==> config.mk <==
export PLATFORM = sky130hd
export DESIGN_NAME = esfa_cell_param_flat
export DESIGN_NICKNAME = d
export VERILOG_FILES = /design/src/rtl/esfa_pkg.sv /design/src/rtl/esfa_cell_param_if.sv /design/src/rtl/esfa_cell_next.sv /design/src/rtl/esfa_cell_param.sv /design/src/flat_wrapper.sv
export SDC_FILE = /design/constraint.sdc
export NUM_CORES = 1
export LEC_CHECK = 0
export ABC_AREA = 1
export BUFFER_PORTS_ARGS = -buffer_cell sky130_fd_sc_hd__buf_2
export CORE_MARGIN = 4
export CORE_UTILIZATION = 25
export DETAILED_ROUTE_END_ITERATION = 12
export PLACE_DENSITY_LB_ADDON = 0.2
export SYNTH_ARGS = -nofsm -noshare
export SYNTH_HDL_FRONTEND = slang
export SYNTH_HIERARCHICAL = 1
export SYNTH_SLANG_ARGS = --single-unit
==> constraint.sdc <==
create_clock -name clk -period 2.3 [get_ports clk]
set_input_delay 0.115 -clock clk [delete_from_list [all_inputs] [get_ports clk]]
set_output_delay 0.115 -clock clk [all_outputs]
set_load 0.05 [all_outputs]
==> src/rtl/esfa_pkg.sv <==
// esfa_pkg: shared types for the ESFA storage cell.
//   esfa_op_e         - 4-bit opcode carried on req_op (9..15 are illegal)
//   esfa_cell_state_e - request/response FSM states
//   esfa_rec_t        - element record at the default 8-bit widths, for
//                       controller-side views of a cell's contents
package esfa_pkg;

  typedef enum logic [3:0] {
    OP_UPDATE       = 4'd0,
    OP_LOOKUP       = 4'd1,
    OP_ENCODE       = 4'd2,
    OP_CONGRUE_UP   = 4'd3,
    OP_CONGRUE_DOWN = 4'd4,
    OP_MARK_AVAIL   = 4'd5,
    OP_ENRANK       = 4'd6,
    OP_DEBUG        = 4'd7,
    OP_CLEAR        = 4'd8
  } esfa_op_e;

  typedef enum logic [1:0] {
    IDLE = 2'd0,
    EXEC = 2'd1,
    RESP = 2'd2
  } esfa_cell_state_e;

  localparam int ESFA_DEF_W = 8;

  typedef struct packed {
    logic                  arr_def;
    logic                  elt_def;
    logic [ESFA_DEF_W-1:0] code;
    logic [ESFA_DEF_W-1:0] low;
    logic [ESFA_DEF_W-1:0] high;
    logic [ESFA_DEF_W-1:0] idx;
    logic [ESFA_DEF_W-1:0] val;
    logic [ESFA_DEF_W-1:0] rank;
  } esfa_rec_t;

endpackage

==> src/rtl/esfa_cell_param_if.sv <==
// esfa_cell_param_if: request/response bus between the array controller
// (master) and one ESFA cell (slave).
//   req_valid/req_ready     request handshake (controller -> cell)
//   req_op/index/value/meta request operands, req_meta_vld qualifies req_meta
//   resp_valid/resp_ready   response handshake (cell -> controller)
//   resp_hit/value/context  opcode result, resp_err flags illegal opcodes
interface esfa_cell_param_if #(
  parameter int HANDLE_W = 8,
  parameter int IDX_W    = 8,
  parameter int DATA_W   = 8
);
  logic                req_valid;
  logic                req_ready;
  logic [3:0]          req_op;
  logic [IDX_W-1:0]    req_index;
  logic [DATA_W-1:0]   req_value;
  logic [HANDLE_W-1:0] req_meta;
  logic                req_meta_vld;
  logic                resp_valid;
  logic                resp_ready;
  logic                resp_hit;
  logic [DATA_W-1:0]   resp_value;
  logic [DATA_W-1:0]   resp_context;
  logic                resp_err;

  modport master (
    output req_valid, req_op, req_index, req_value, req_meta, req_meta_vld, resp_ready,
    input  req_ready, resp_valid, resp_hit, resp_value, resp_context, resp_err
  );

  modport slave (
    input  req_valid, req_op, req_index, req_value, req_meta, req_meta_vld, resp_ready,
    output req_ready, resp_valid, resp_hit, resp_value, resp_context, resp_err
  );
endinterface

==> src/rtl/esfa_cell_next.sv <==
// esfa_cell_next: purely combinational opcode decode for one ESFA cell.
// Given the latched operands and the current (pre-op) record it produces the
// next record and the response fields. Unchanged record fields pass through.
//   handle        cell identifier
//   op_i..meta_vld_i  latched request operands
//   *_i record    current record, *_o record next record
//   hit_o/value_o/context_o/err_o  response
// Option: ESFA_CELL_DEBUG_EN enables opcode 7 (DEBUG); otherwise it is illegal.
module esfa_cell_next
  import esfa_pkg::*;
#(
  parameter int HANDLE_W   = 8,
  parameter int IDX_W      = 8,
  parameter int DATA_W     = 8,
  parameter int RANK_W     = 8,
  parameter int NUM_ARRAYS = 8
) (
  input  logic [HANDLE_W-1:0] handle,
  input  logic [3:0]          op_i,
  input  logic [IDX_W-1:0]    index_i,
  input  logic [DATA_W-1:0]   value_i,
  input  logic [HANDLE_W-1:0] meta_i,
  input  logic                meta_vld_i,
  input  logic                arr_def_i,
  input  logic                elt_def_i,
  input  logic [HANDLE_W-1:0] code_i,
  input  logic [HANDLE_W-1:0] low_i,
  input  logic [HANDLE_W-1:0] high_i,
  input  logic [IDX_W-1:0]    idx_i,
  input  logic [DATA_W-1:0]   val_i,
  input  logic [RANK_W-1:0]   rank_i,
  output logic                arr_def_o,
  output logic                elt_def_o,
  output logic [HANDLE_W-1:0] code_o,
  output logic [HANDLE_W-1:0] low_o,
  output logic [HANDLE_W-1:0] high_o,
  output logic [IDX_W-1:0]    idx_o,
  output logic [DATA_W-1:0]   val_o,
  output logic [RANK_W-1:0]   rank_o,
  output logic                hit_o,
  output logic [DATA_W-1:0]   value_o,
  output logic [DATA_W-1:0]   context_o,
  output logic                err_o
);
  // One extra bit so NUM_ARRAYS == 2**HANDLE_W still compares correctly.
  localparam logic [HANDLE_W:0] NUM_ARR_C = (HANDLE_W+1)'(NUM_ARRAYS);

  logic meta_in_range;
  logic meta_is_self;
  logic target_is_self;
  logic owner_hit;

  assign meta_in_range  = {1'b0, meta_i} < NUM_ARR_C;
  assign meta_is_self   = meta_i == handle;
  // index and handle may differ in width; compare zero-extended
  assign target_is_self = 32'(index_i) == 32'(handle);
  assign owner_hit      = meta_vld_i && meta_in_range && arr_def_i && meta_is_self;

  always_comb begin
    arr_def_o = arr_def_i;
    elt_def_o = elt_def_i;
    code_o    = code_i;
    low_o     = low_i;
    high_o    = high_i;
    idx_o     = idx_i;
    val_o     = val_i;
    rank_o    = rank_i;
    hit_o     = 1'b0;
    value_o   = '0;
    context_o = '0;
    err_o     = 1'b0;
    case (op_i)
      OP_UPDATE: begin
        hit_o     = meta_vld_i && meta_is_self;
        value_o   = DATA_W'(handle);
        context_o = DATA_W'(handle);
        if (meta_vld_i && meta_is_self) begin
          arr_def_o = 1'b1;
          elt_def_o = 1'b1;
          code_o    = handle;
          low_o     = handle;
          high_o    = handle;
          idx_o     = index_i;
          val_o     = value_i;
          rank_o    = RANK_W'(1);
        end
      end
      OP_LOOKUP: begin
        hit_o     = (idx_i == index_i) && (low_i <= meta_i) && (meta_i <= high_i)
                    && meta_vld_i && elt_def_i;
        value_o   = val_i;
        context_o = DATA_W'(rank_i);
      end
      OP_ENCODE: begin
        hit_o     = owner_hit;
        value_o   = DATA_W'(code_i);
        context_o = DATA_W'(code_i);
      end
      OP_CONGRUE_UP: begin
        if (target_is_self && meta_vld_i) begin
          code_o = meta_i + 1'b1;
          low_o  = meta_i + 1'b1;
          high_o = meta_i + 1'b1;
          rank_o = RANK_W'(value_i + 1'b1);
        end else if (meta_vld_i) begin
          if (arr_def_i && (code_i > meta_i)) code_o = code_i + 1'b1;
          if (elt_def_i) begin
            if (low_i > meta_i)   low_o  = low_i + 1'b1;
            if (high_i >= meta_i) high_o = high_i + 1'b1;
          end
        end
      end
      OP_CONGRUE_DOWN: begin
        // The three clauses are independent and all read pre-op values.
        if (target_is_self && meta_vld_i) begin
          arr_def_o = 1'b0;
          rank_o    = '0;
        end
        if (elt_def_i && meta_vld_i) begin
          if (meta_i < low_i) begin
            low_o  = low_i - 1'b1;
            high_o = high_i - 1'b1;
          end else if (meta_i <= high_i) begin
            // a single-slot range disappears instead of going negative
            if (low_i == high_i) begin
              elt_def_o = 1'b0;
              arr_def_o = 1'b0;
            end else begin
              high_o = high_i - 1'b1;
            end
          end
        end
        if (arr_def_i && meta_vld_i && (code_i > meta_i)) code_o = code_i - 1'b1;
      end
      OP_MARK_AVAIL: begin
        hit_o     = !elt_def_i;
        value_o   = DATA_W'(handle);
        context_o = DATA_W'(handle);
      end
      OP_ENRANK: begin
        hit_o     = owner_hit;
        value_o   = DATA_W'(rank_i);
        context_o = DATA_W'(rank_i);
      end
`ifdef ESFA_CELL_DEBUG_EN
      OP_DEBUG: begin
        hit_o     = meta_in_range && meta_is_self;
        value_o   = DATA_W'({arr_def_i, elt_def_i});
        context_o = DATA_W'({arr_def_i, elt_def_i});
      end
`endif
      OP_CLEAR: begin
        arr_def_o = 1'b0;
        elt_def_o = 1'b0;
        code_o    = '0;
        low_o     = '0;
        high_o    = '0;
        idx_o     = '0;
        val_o     = '0;
        rank_o    = '0;
        hit_o     = 1'b1;
      end
      default: begin
        err_o = 1'b1;
      end
    endcase
  end
endmodule

==> src/rtl/esfa_cell_param.sv <==
// esfa_cell_param: one ESFA storage cell. Accepts a request in IDLE, executes
// it on the following edge (record + response registered), then holds the
// response until the controller takes it.
//   clk    rising-edge clock
//   rst_n  asynchronous active-low reset (drops any transaction, clears record)
//   handle static cell identifier
//   bus    esfa_cell_param_if slave port (request/response handshake)
// Option: define ESFA_CELL_DEBUG_EN to enable the DEBUG opcode.
module esfa_cell_param
  import esfa_pkg::*;
#(
  parameter int HANDLE_W   = 8,
  parameter int IDX_W      = 8,
  parameter int DATA_W     = 8,
  parameter int RANK_W     = 8,
  parameter int NUM_ARRAYS = 8
) (
  input  logic                clk,
  input  logic                rst_n,
  input  logic [HANDLE_W-1:0] handle,
  esfa_cell_param_if.slave    bus
);
  esfa_cell_state_e state_q, state_d;

  logic [3:0]          op_q;
  logic [IDX_W-1:0]    index_q;
  logic [DATA_W-1:0]   value_q;
  logic [HANDLE_W-1:0] meta_q;
  logic                meta_vld_q;

  logic                arr_def_q, arr_def_d;
  logic                elt_def_q, elt_def_d;
  logic [HANDLE_W-1:0] code_q, code_d;
  logic [HANDLE_W-1:0] low_q, low_d;
  logic [HANDLE_W-1:0] high_q, high_d;
  logic [IDX_W-1:0]    idx_q, idx_d;
  logic [DATA_W-1:0]   val_q, val_d;
  logic [RANK_W-1:0]   rank_q, rank_d;

  logic                hit_q, hit_d;
  logic [DATA_W-1:0]   rvalue_q, rvalue_d;
  logic [DATA_W-1:0]   rcontext_q, rcontext_d;
  logic                err_q, err_d;

  logic accept;
  assign accept = (state_q == IDLE) && bus.req_valid;

  // state register
  always_ff @(posedge clk or negedge rst_n) begin
    if (!rst_n) state_q <= IDLE;
    else        state_q <= state_d;
  end

  // next-state logic
  always_comb begin
    state_d = state_q;
    case (state_q)
      IDLE:    if (bus.req_valid)  state_d = EXEC;
      EXEC:                        state_d = RESP;
      RESP:    if (bus.resp_ready) state_d = IDLE;
      default:                     state_d = IDLE;
    endcase
  end

  // outputs
  always_comb begin
    bus.req_ready    = (state_q == IDLE);
    bus.resp_valid   = (state_q == RESP);
    bus.resp_hit     = hit_q;
    bus.resp_value   = rvalue_q;
    bus.resp_context = rcontext_q;
    bus.resp_err     = err_q;
  end

  esfa_cell_next #(
    .HANDLE_W  (HANDLE_W),
    .IDX_W     (IDX_W),
    .DATA_W    (DATA_W),
    .RANK_W    (RANK_W),
    .NUM_ARRAYS(NUM_ARRAYS)
  ) u_next (
    .handle    (handle),
    .op_i      (op_q),
    .index_i   (index_q),
    .value_i   (value_q),
    .meta_i    (meta_q),
    .meta_vld_i(meta_vld_q),
    .arr_def_i (arr_def_q),
    .elt_def_i (elt_def_q),
    .code_i    (code_q),
    .low_i     (low_q),
    .high_i    (high_q),
    .idx_i     (idx_q),
    .val_i     (val_q),
    .rank_i    (rank_q),
    .arr_def_o (arr_def_d),
    .elt_def_o (elt_def_d),
    .code_o    (code_d),
    .low_o     (low_d),
    .high_o    (high_d),
    .idx_o     (idx_d),
    .val_o     (val_d),
    .rank_o    (rank_d),
    .hit_o     (hit_d),
    .value_o   (rvalue_d),
    .context_o (rcontext_d),
    .err_o     (err_d)
  );

  // operands on the accept edge; record and response on the EXEC edge
  always_ff @(posedge clk or negedge rst_n) begin
    if (!rst_n) begin
      op_q       <= '0;
      index_q    <= '0;
      value_q    <= '0;
      meta_q     <= '0;
      meta_vld_q <= 1'b0;
      arr_def_q  <= 1'b0;
      elt_def_q  <= 1'b0;
      code_q     <= '0;
      low_q      <= '0;
      high_q     <= '0;
      idx_q      <= '0;
      val_q      <= '0;
      rank_q     <= '0;
      hit_q      <= 1'b0;
      rvalue_q   <= '0;
      rcontext_q <= '0;
      err_q      <= 1'b0;
    end else begin
      if (accept) begin
        op_q       <= bus.req_op;
        index_q    <= bus.req_index;
        value_q    <= bus.req_value;
        meta_q     <= bus.req_meta;
        meta_vld_q <= bus.req_meta_vld;
      end
      if (state_q == EXEC) begin
        arr_def_q  <= arr_def_d;
        elt_def_q  <= elt_def_d;
        code_q     <= code_d;
        low_q      <= low_d;
        high_q     <= high_d;
        idx_q      <= idx_d;
        val_q      <= val_d;
        rank_q     <= rank_d;
        hit_q      <= hit_d;
        rvalue_q   <= rvalue_d;
        rcontext_q <= rcontext_d;
        err_q      <= err_d;
      end
    end
  end
endmodule

==> src/flat_wrapper.sv <==
// flat-port wrapper written by rule: the top's interface ports become plain ports
module esfa_cell_param_flat import esfa_pkg::*;
#(
  parameter int HANDLE_W   = 8,
  parameter int IDX_W      = 8,
  parameter int DATA_W     = 8,
  parameter int RANK_W     = 8,
  parameter int NUM_ARRAYS = 8
)
  (clk, rst_n, handle, bus_req_valid, bus_req_op, bus_req_index, bus_req_value, bus_req_meta, bus_req_meta_vld, bus_resp_ready, bus_req_ready, bus_resp_valid, bus_resp_hit, bus_resp_value, bus_resp_context, bus_resp_err);
  esfa_cell_param_if #(.HANDLE_W(HANDLE_W), .IDX_W(IDX_W), .DATA_W(DATA_W)) bus_i ();
  input  logic clk;
  input  logic rst_n;
  input  logic [HANDLE_W-1:0] handle;
  input wire logic [$bits(bus_i.req_valid)-1:0] bus_req_valid;
  input wire logic [$bits(bus_i.req_op)-1:0] bus_req_op;
  input wire logic [$bits(bus_i.req_index)-1:0] bus_req_index;
  input wire logic [$bits(bus_i.req_value)-1:0] bus_req_value;
  input wire logic [$bits(bus_i.req_meta)-1:0] bus_req_meta;
  input wire logic [$bits(bus_i.req_meta_vld)-1:0] bus_req_meta_vld;
  input wire logic [$bits(bus_i.resp_ready)-1:0] bus_resp_ready;
  output wire logic [$bits(bus_i.req_ready)-1:0] bus_req_ready;
  output wire logic [$bits(bus_i.resp_valid)-1:0] bus_resp_valid;
  output wire logic [$bits(bus_i.resp_hit)-1:0] bus_resp_hit;
  output wire logic [$bits(bus_i.resp_value)-1:0] bus_resp_value;
  output wire logic [$bits(bus_i.resp_context)-1:0] bus_resp_context;
  output wire logic [$bits(bus_i.resp_err)-1:0] bus_resp_err;
  assign bus_i.req_valid = bus_req_valid;
  assign bus_i.req_op = bus_req_op;
  assign bus_i.req_index = bus_req_index;
  assign bus_i.req_value = bus_req_value;
  assign bus_i.req_meta = bus_req_meta;
  assign bus_i.req_meta_vld = bus_req_meta_vld;
  assign bus_i.resp_ready = bus_resp_ready;
  assign bus_req_ready = bus_i.req_ready;
  assign bus_resp_valid = bus_i.resp_valid;
  assign bus_resp_hit = bus_i.resp_hit;
  assign bus_resp_value = bus_i.resp_value;
  assign bus_resp_context = bus_i.resp_context;
  assign bus_resp_err = bus_i.resp_err;
  esfa_cell_param #(.HANDLE_W(HANDLE_W), .IDX_W(IDX_W), .DATA_W(DATA_W), .RANK_W(RANK_W), .NUM_ARRAYS(NUM_ARRAYS)) u_core (.clk(clk), .rst_n(rst_n), .handle(handle), .bus(bus_i));
endmodule
==> metrics.yaml, run 1 <==
io_buffers: 60
nets: 1380
synth_top_area_frac: 0.310
maxCapViolCount: 0
clock-sinks: 99
clock_latency_ns: 0.36
max-slew-margin-rel: 0.565
rsz0062_at_grt: "true"
chipHeight_um: 187
dpl.hpwl_um: 21900
syn_area_mm2: 0.00799
rr_endpoint: "u_core/high_q[1]$_DFFE_PN0N_"
postSynthAreaPerCell_um2: 6.71
grt_overflow_total: 0
max_freq_mhz: 456
hold_slack_ns: 0.0204
tritoncts: "built"
drive_gt1_frac: 0.203
ant_nets: 0
peakVddDrop_v: 0.000576
ff2ff_setup_slack_ns: 0.11
rows: 65
synth_commonest_cells: "390 x nand2_1, 158 x nand3_1, 104 x inv_1"
outcome: "completed"
yosys.area.top_type: "dfrtp_1"
fin_cells: 1714
grt_max_degree: 71
ios: 61
area_delta_synth_final_pct: 23.9
grt_pass1_vias: 8202
ys_seq_area_frac: 0.310
cellLeakagePower_nw: 4.94
critPathCaptureType: "flip-flop"
min_to: "u_core/meta_q[4]$_DFFE_PN0P_"
fillers: 3455
cts_inserted_buffers: 9
yosys_warnings: 6
worstHoldStart: "bus_req_meta[4]"
utilization: 0.314
multi_input_area_mm2: 0.00494
drt_iter0_drc: 653
route.vias.total: 8428
pwr_density_cell_mw_per_mm2: 1400
clkTransAtPathRegs_ns: 0.06
first_pass_iters: 5
antenna_cells: 0
crit_type: "flip-flop to flip-flop"
via_per_inst: 4.92
register_area_mm2: 0.00249
grt_util_all_layers: 0.171
synthCells: 1192
synth.area.top_cells: "dfrtp_1 31%, nand2_1 18%, nand3_1 9.9%, ha_1 5.0%, inv_1 4.9%"
synth_top_flop_cell: "dfrtp_1"
syn-num-nets: 1265
skew_ns: 0.0123
core_area_mm2: 0.0316
initial_core_util: 0.253
dp_cells: 1667
crit_required_ns: 2.55
startpoint_type: "flip-flop"
cts_buffer_depth: 2
htree_levels: 3
min_path_cells: 3
yosysMostFrequentCell: "nand2_1"
layout_min_cycle_time_ns: 2.19
finalSetupViolCount: 0
fin_crit_sh: 0.954
ys_types: 45
antenna_found_initial: 0
hold_violations: 0
reg2reg_depth: 12
post_drt_wl_per_cell_um: 17.4
drc: 0
hold_path_class: "input port to flip-flop"
async_flop_share: 1.00
synth.ff_latch_count: 99
critPathMaxFanout: 7
rr_startpoint: "u_core/meta_q[5]$_DFFE_PN0P_"
worst_ep_arrival_time_ns: 2.44
globalplace.congestion: 0.857
die_x_um: 187
synth_enable_flop_cells: 0
slew_viol_final: 0
die-area_mm2: 0.0349
routed_wirelength_um: 29900
grt_pass1_wl_um: 47700
worstMarginPinSlew_ns: 0.651
cts_root_buf: "clkbuf_16"
==> per-stage QoR <==
step | area (um2) | worst slack, ns | power, W | setup TNS, ns
global placement | 9080 | -0.124 | 0.0116 | -0.500
CTS | 9620 | 0.0132 | 0.0134 | 0
finish | 9900 | 0.106 | 0.0138 | 0
detailed placement | 9080 | -0.123 | 0.0116 | -0.554
floorplan | 7990 | 0.193 | 0.00876 | 0
global route | 9900 | -0.0364 | 0.0150 | -0.149
==> critical path, stage by stage, from the launching register on <==
cell and delay [ns]:
dfrtp_2 0.51, ha_4 0.30, nand2_1 0.05, nor2_2 0.13, nand4_1 0.09, buf_4 0.17
nand3_2 0.09, nand3_4 0.14, buf_4 0.20, o21ai_0 0.13, nand4_1 0.11, nand3_1 0.09
nand2_1 0.06
==> routing by layer <==
layer | GRT usage | vias to the layer above | part of all wire
met2 | 0.268 | 236 | 0.44
met5 | 0 | - | 0
met4 | 0.0438 | 0 | 0.021
met3 | 0.0249 | 39 | 0.048
met1 | 0.247 | 3986 | 0.49
li1 | - | 4167 | -
==> state kept, by name, summed over array words and instances (netlist names), 8 cells and up <==
register                 cells
u_core/index_q               8
u_core/high_q                8
u_core/rank_q                8
u_core/low_q                 8
u_core/val_q                 8
u_core/value_q               8
u_core/bus.resp_context      8
u_core/idx_q                 8
u_core/bus.resp_value        8
u_core/meta_q                8
u_core/code_q                8
==> cells by family (layout without fill, tap and decap cells) <==
family          after synthesis  in the layout  share of synthesized area
xor+xnor                     30             30                     0.0329
simple gates                686            687                      0.376
buf+inv                     184            303                     0.0996
compound gates              161            161                      0.132
fa+ha+maj                    32             32                     0.0501
flops                        99             99                      0.310
==> how the worst max path moves through the flow <==
stage	startpoint	to	slack (ns)	depth (start not counted)
finish	u_core/meta_q[5]$_DFFE_PN0P_	u_core/high_q[1]$_DFFE_PN0N_	0.11	12
CTS	u_core/meta_q[6]$_DFFE_PN0P_	u_core/high_q[3]$_DFFE_PN0N_	0.01	12
floorplan	u_core/low_q[7]$_DFFE_PN0N_	u_core/low_q[7]$_DFFE_PN0N_	0.19	16
detailed placement	u_core/meta_q[6]$_DFFE_PN0P_	u_core/high_q[3]$_DFFE_PN0N_	-0.12	12
global route	u_core/low_q[7]$_DFFE_PN0N_	u_core/low_q[7]$_DFFE_PN0N_	-0.04	15
global placement	u_core/meta_q[6]$_DFFE_PN0P_	u_core/high_q[3]$_DFFE_PN0N_	-0.12	12
==> report_power, final <==
group | total (W) | switching, W | internal [W]
clock | 0.00162 | 0.000761 | 0.000856
combinational | 0.00895 | 0.00594 | 0.00302
sequential | 0.00325 | 0.000752 | 0.00250
==> cell usage in the layout, fill, tap and decap left out, types with 10 or more instances in the layout <==
| cell type | count |
|---|---|
| a21oi_1 | 17 |
| buf_2 | 59 |
| buf_4 | 78 |
| dfrtp_1 | 91 |
| dlygate4sd3_1 | 22 |
| ha_1 | 23 |
| inv_1 | 97 |
| inv_2 | 20 |
| nand2_1 | 384 |
| nand2_2 | 14 |
| nand3_1 | 157 |
| nand4_1 | 37 |
| nor2_1 | 55 |
| nor2_2 | 11 |
| nor3_1 | 10 |
| o211ai_1 | 17 |
| o21ai_0 | 52 |
| o21ai_1 | 21 |
| xor2_1 | 22 |
==> final cells by class <==
| cell class | count | area share |
|---|---|---|
| Clock buffer | 10 | 0.0231 |
| Clock inverter | 6 | 0.00695 |
| Inverter | 121 | 0.0468 |
| Multi-Input combinational cell | 910 | 0.498 |
| Sequential cell | 99 | 0.251 |
| Tap cell | 402 | 0.0508 |
| Timing Repair Buffer | 166 | 0.123 |
==> what timing repair did <==
item                                    4_1_cts  5_1_grt
hold buffers                                 22        0
endpoints found under the hold margin        54        0
cloned                                        0        1
endpoints found under the setup margin       11       29
gates resized for setup                       6       55
setup buffers                                 0        8
pin swaps                                     2       16
Power figures use the tool's default switching activity.
==> run 2, diff against run 1 <==
- CELL_PAD_IN_SITES_DETAIL_PLACEMENT: default -> 0
- CELL_PAD_IN_SITES_GLOBAL_PLACEMENT: default -> 1
==> metrics.yaml, run 2 (synthesis results as in run 1) <==
antenna_cells: 0  # unchanged
finalSetupViolCount: 0  # unchanged
route.vias.total: 8455  # +0.32%
outcome: "completed"
drc: 0  # unchanged
maxCapViolCount: 0  # unchanged
core_area_mm2: 0.0316  # unchanged
rsz0062_at_grt: "true"
clock_latency_ns: 0.37  # about the same
grt_pass1_vias: 8228  # +0.32%
nets: 1409  # +2.1%
rr_endpoint: "u_core/arr_def_q$_DFFE_PN0N_"
path_depth: 15  # +3
hold_path_class: "input port to flip-flop"
clock-sinks: 99  # unchanged
drive_gt1_frac: 0.221  # +0.0180
max-slew-margin-rel: 0.613  # +0.0474
fin_cells: 1743  # +1.7%
grt_util_all_layers: 0.181  # +0.0102
cts_buffer_depth: 2  # unchanged
crit_required_ns: 2.56  # about the same
reg2reg_depth: 15  # +3
cp-endpoint: "u_core/arr_def_q$_DFFE_PN0N_"
critPathCaptureType: "flip-flop"
clkTransAtPathRegs_ns: 0.08  # +0.02 ns
max_freq_mhz: 441  # -3.3%
max_stage_delay_ns: 0.40  # -0.11 ns
grt_max_degree: 70  # -1.4%
hold_violations: 0  # unchanged
worstMarginPinSlew_ns: 0.581  # -0.0704 ns
utilization: 0.321  # +0.00745
cts_root_buf: "clkbuf_16"
routed_wirelength_um: 32000  # +7.1%
layout_common_cells: "383 x nand2_1, 157 x nand3_1, 102 x buf_4"
rr_startpoint: "u_core/meta_q[1]$_DFFE_PN0P_"
grt_pass1_wl_um: 49800  # +4.3%
setup_ws_ns: 0.0300  # -0.0760 ns
layout_min_cycle_time_ns: 2.27  # +0.0760 ns
startpoint_type: "flip-flop"
chipHeight_um: 187  # unchanged
cts_inserted_buffers: 9  # unchanged
post_drt_wl_per_cell_um: 18.4  # +5.3%
first_pass_iters: 5  # unchanged
grt_overflow_total: 0  # unchanged
rows: 65  # unchanged
initial_core_util: 0.253  # unchanged
die-area_mm2: 0.0349  # unchanged
preCtsSetupSlack_ns: -0.0420  # +0.0810 ns
drt_iter0_drc: 530  # -19%
critical-path-top-delay-family: "simple AND/OR/NAND/NOR gates"
startpoint: "u_core/meta_q[1]$_DFFE_PN0P_"
cellLeakagePower_nw: 5.12  # +3.6%
worst_ep_arrival_time_ns: 2.53  # +0.09 ns
final_common_cell: "nand2_1"
globalplace.congestion: 0.873  # +1.8%
htree_levels: 3  # unchanged
slew_viol_final: 0  # unchanged
min_path_cells: 3  # unchanged
ff2ff_setup_slack_ns: 0.03  # -0.08 ns
fin_crit_sh: 0.987  # +0.0331
io_buffers: 60  # unchanged
critPathBufInv: 4  # +2
pwr_density_cell_mw_per_mm2: 1420  # +1.7%
via_per_inst: 4.85  # -1.3%
cp_common_cell: "nand2_1"
tritoncts: "built"
area_delta_synth_final_pct: 26.8
totalPowerFinal_w: 0.0144  # +4.1%
dp_cells: 1694  # +1.6%
ios: 61  # unchanged
peakVddDrop_v: 0.000649  # +13%
die_x_um: 187  # unchanged
cp_slowest_cell: "dfrtp_1"
critPathMaxFanout: 5  # -2
crit_type: "flip-flop to flip-flop"
crit_path_cell_trace: "buf_6, ha_4, inv_2, o21bai_1, nand2_1, nand2_1, nand2_2, nand2_4, buf_4, nand2_4, buf_4, o211ai_1, a22oi_1, nand3_1, nand2_1"
dpl.hpwl_um: 23700  # +8.5%
ant_nets: 0  # unchanged
skew_ns: 0.0140  # +0.00172 ns
antenna_found_initial: 0  # unchanged
-- run 2: cell type report --
class,count,area [um2]
multi-input cells,909,4880
well taps,402,503
clock inverters,7,68.8
inverters,121,465
fillers,3476,21400
flip-flops and latches,99,2480
clock buffers,9,225
repair buffers,196,1510
-- run 2: how the worst min path moves through the flow --
stage	startpoint	to	slack (ns)
6_report	bus_req_meta[0]	u_core/meta_q[0]$_DFFE_PN0P_	0.005
5_1_grt	bus_req_meta[0]	u_core/meta_q[0]$_DFFE_PN0P_	0.03
4_1_cts	bus_req_meta[0]	u_core/meta_q[0]$_DFFE_PN0P_	0.008
3_5_place_dp	rst_n	u_core/bus.resp_value[2]$_DFFE_PN0N_	0.16
3_3_place_gp	rst_n	u_core/bus.resp_context[5]$_DFFE_PN0N_	0.17
2_1_floorplan	rst_n	u_core/arr_def_q$_DFFE_PN0N_	-0.18
-- run 2: repair_timing --
item / 4_1_cts / 5_1_grt
resized for setup: 8 / 62
setup buffers: 2 / 10
endpoints found under the hold margin: 119 / 0
cloned: 0 / 0
endpoints found under the setup margin: 13 / 47
hold buffers: 21 / 0
pin swaps: 1 / 17
-- run 2: report_power, final --
part           switching (W)  internal (W)
registers           0.000765       0.00250
clock network       0.000849      0.000766
logic                0.00608       0.00344
total                0.00769       0.00671
-- run 2: stage by stage --
step                      hold slack [ns]  cell area (um2)  TNS, ns
final                             0.00452            10100        0
after global routing               0.0318            10100    -1.08
after CTS                         0.00771             9880        0
after detailed placement            0.164             9350   -0.163
after global placement              0.167             9350  -0.0413
after floorplan                    -0.181             7990        0
-- run 2: layer usage --
layer / global-route usage / wire length [um] / up-vias
met5: 0 / 0 / -
met4: 0.0378 / 590 / 0
met3: 0.0204 / 1270 / 29
met2: 0.289 / 14200 / 205
met1: 0.266 / 16000 / 4000
li1: - / - / 4221
-- run 2: worst register-to-register path, cell delays in order, from the launching register on --
cell and delay (ns):
dfrtp_1 0.40, buf_6 0.12, ha_4 0.26, inv_2 0.03
o21bai_1 0.14, nand2_1 0.09, nand2_1 0.08, nand2_2 0.07
nand2_4 0.11, buf_4 0.13, nand2_4 0.07, buf_4 0.15
o211ai_1 0.25, a22oi_1 0.12, nand3_1 0.09, nand2_1 0.05
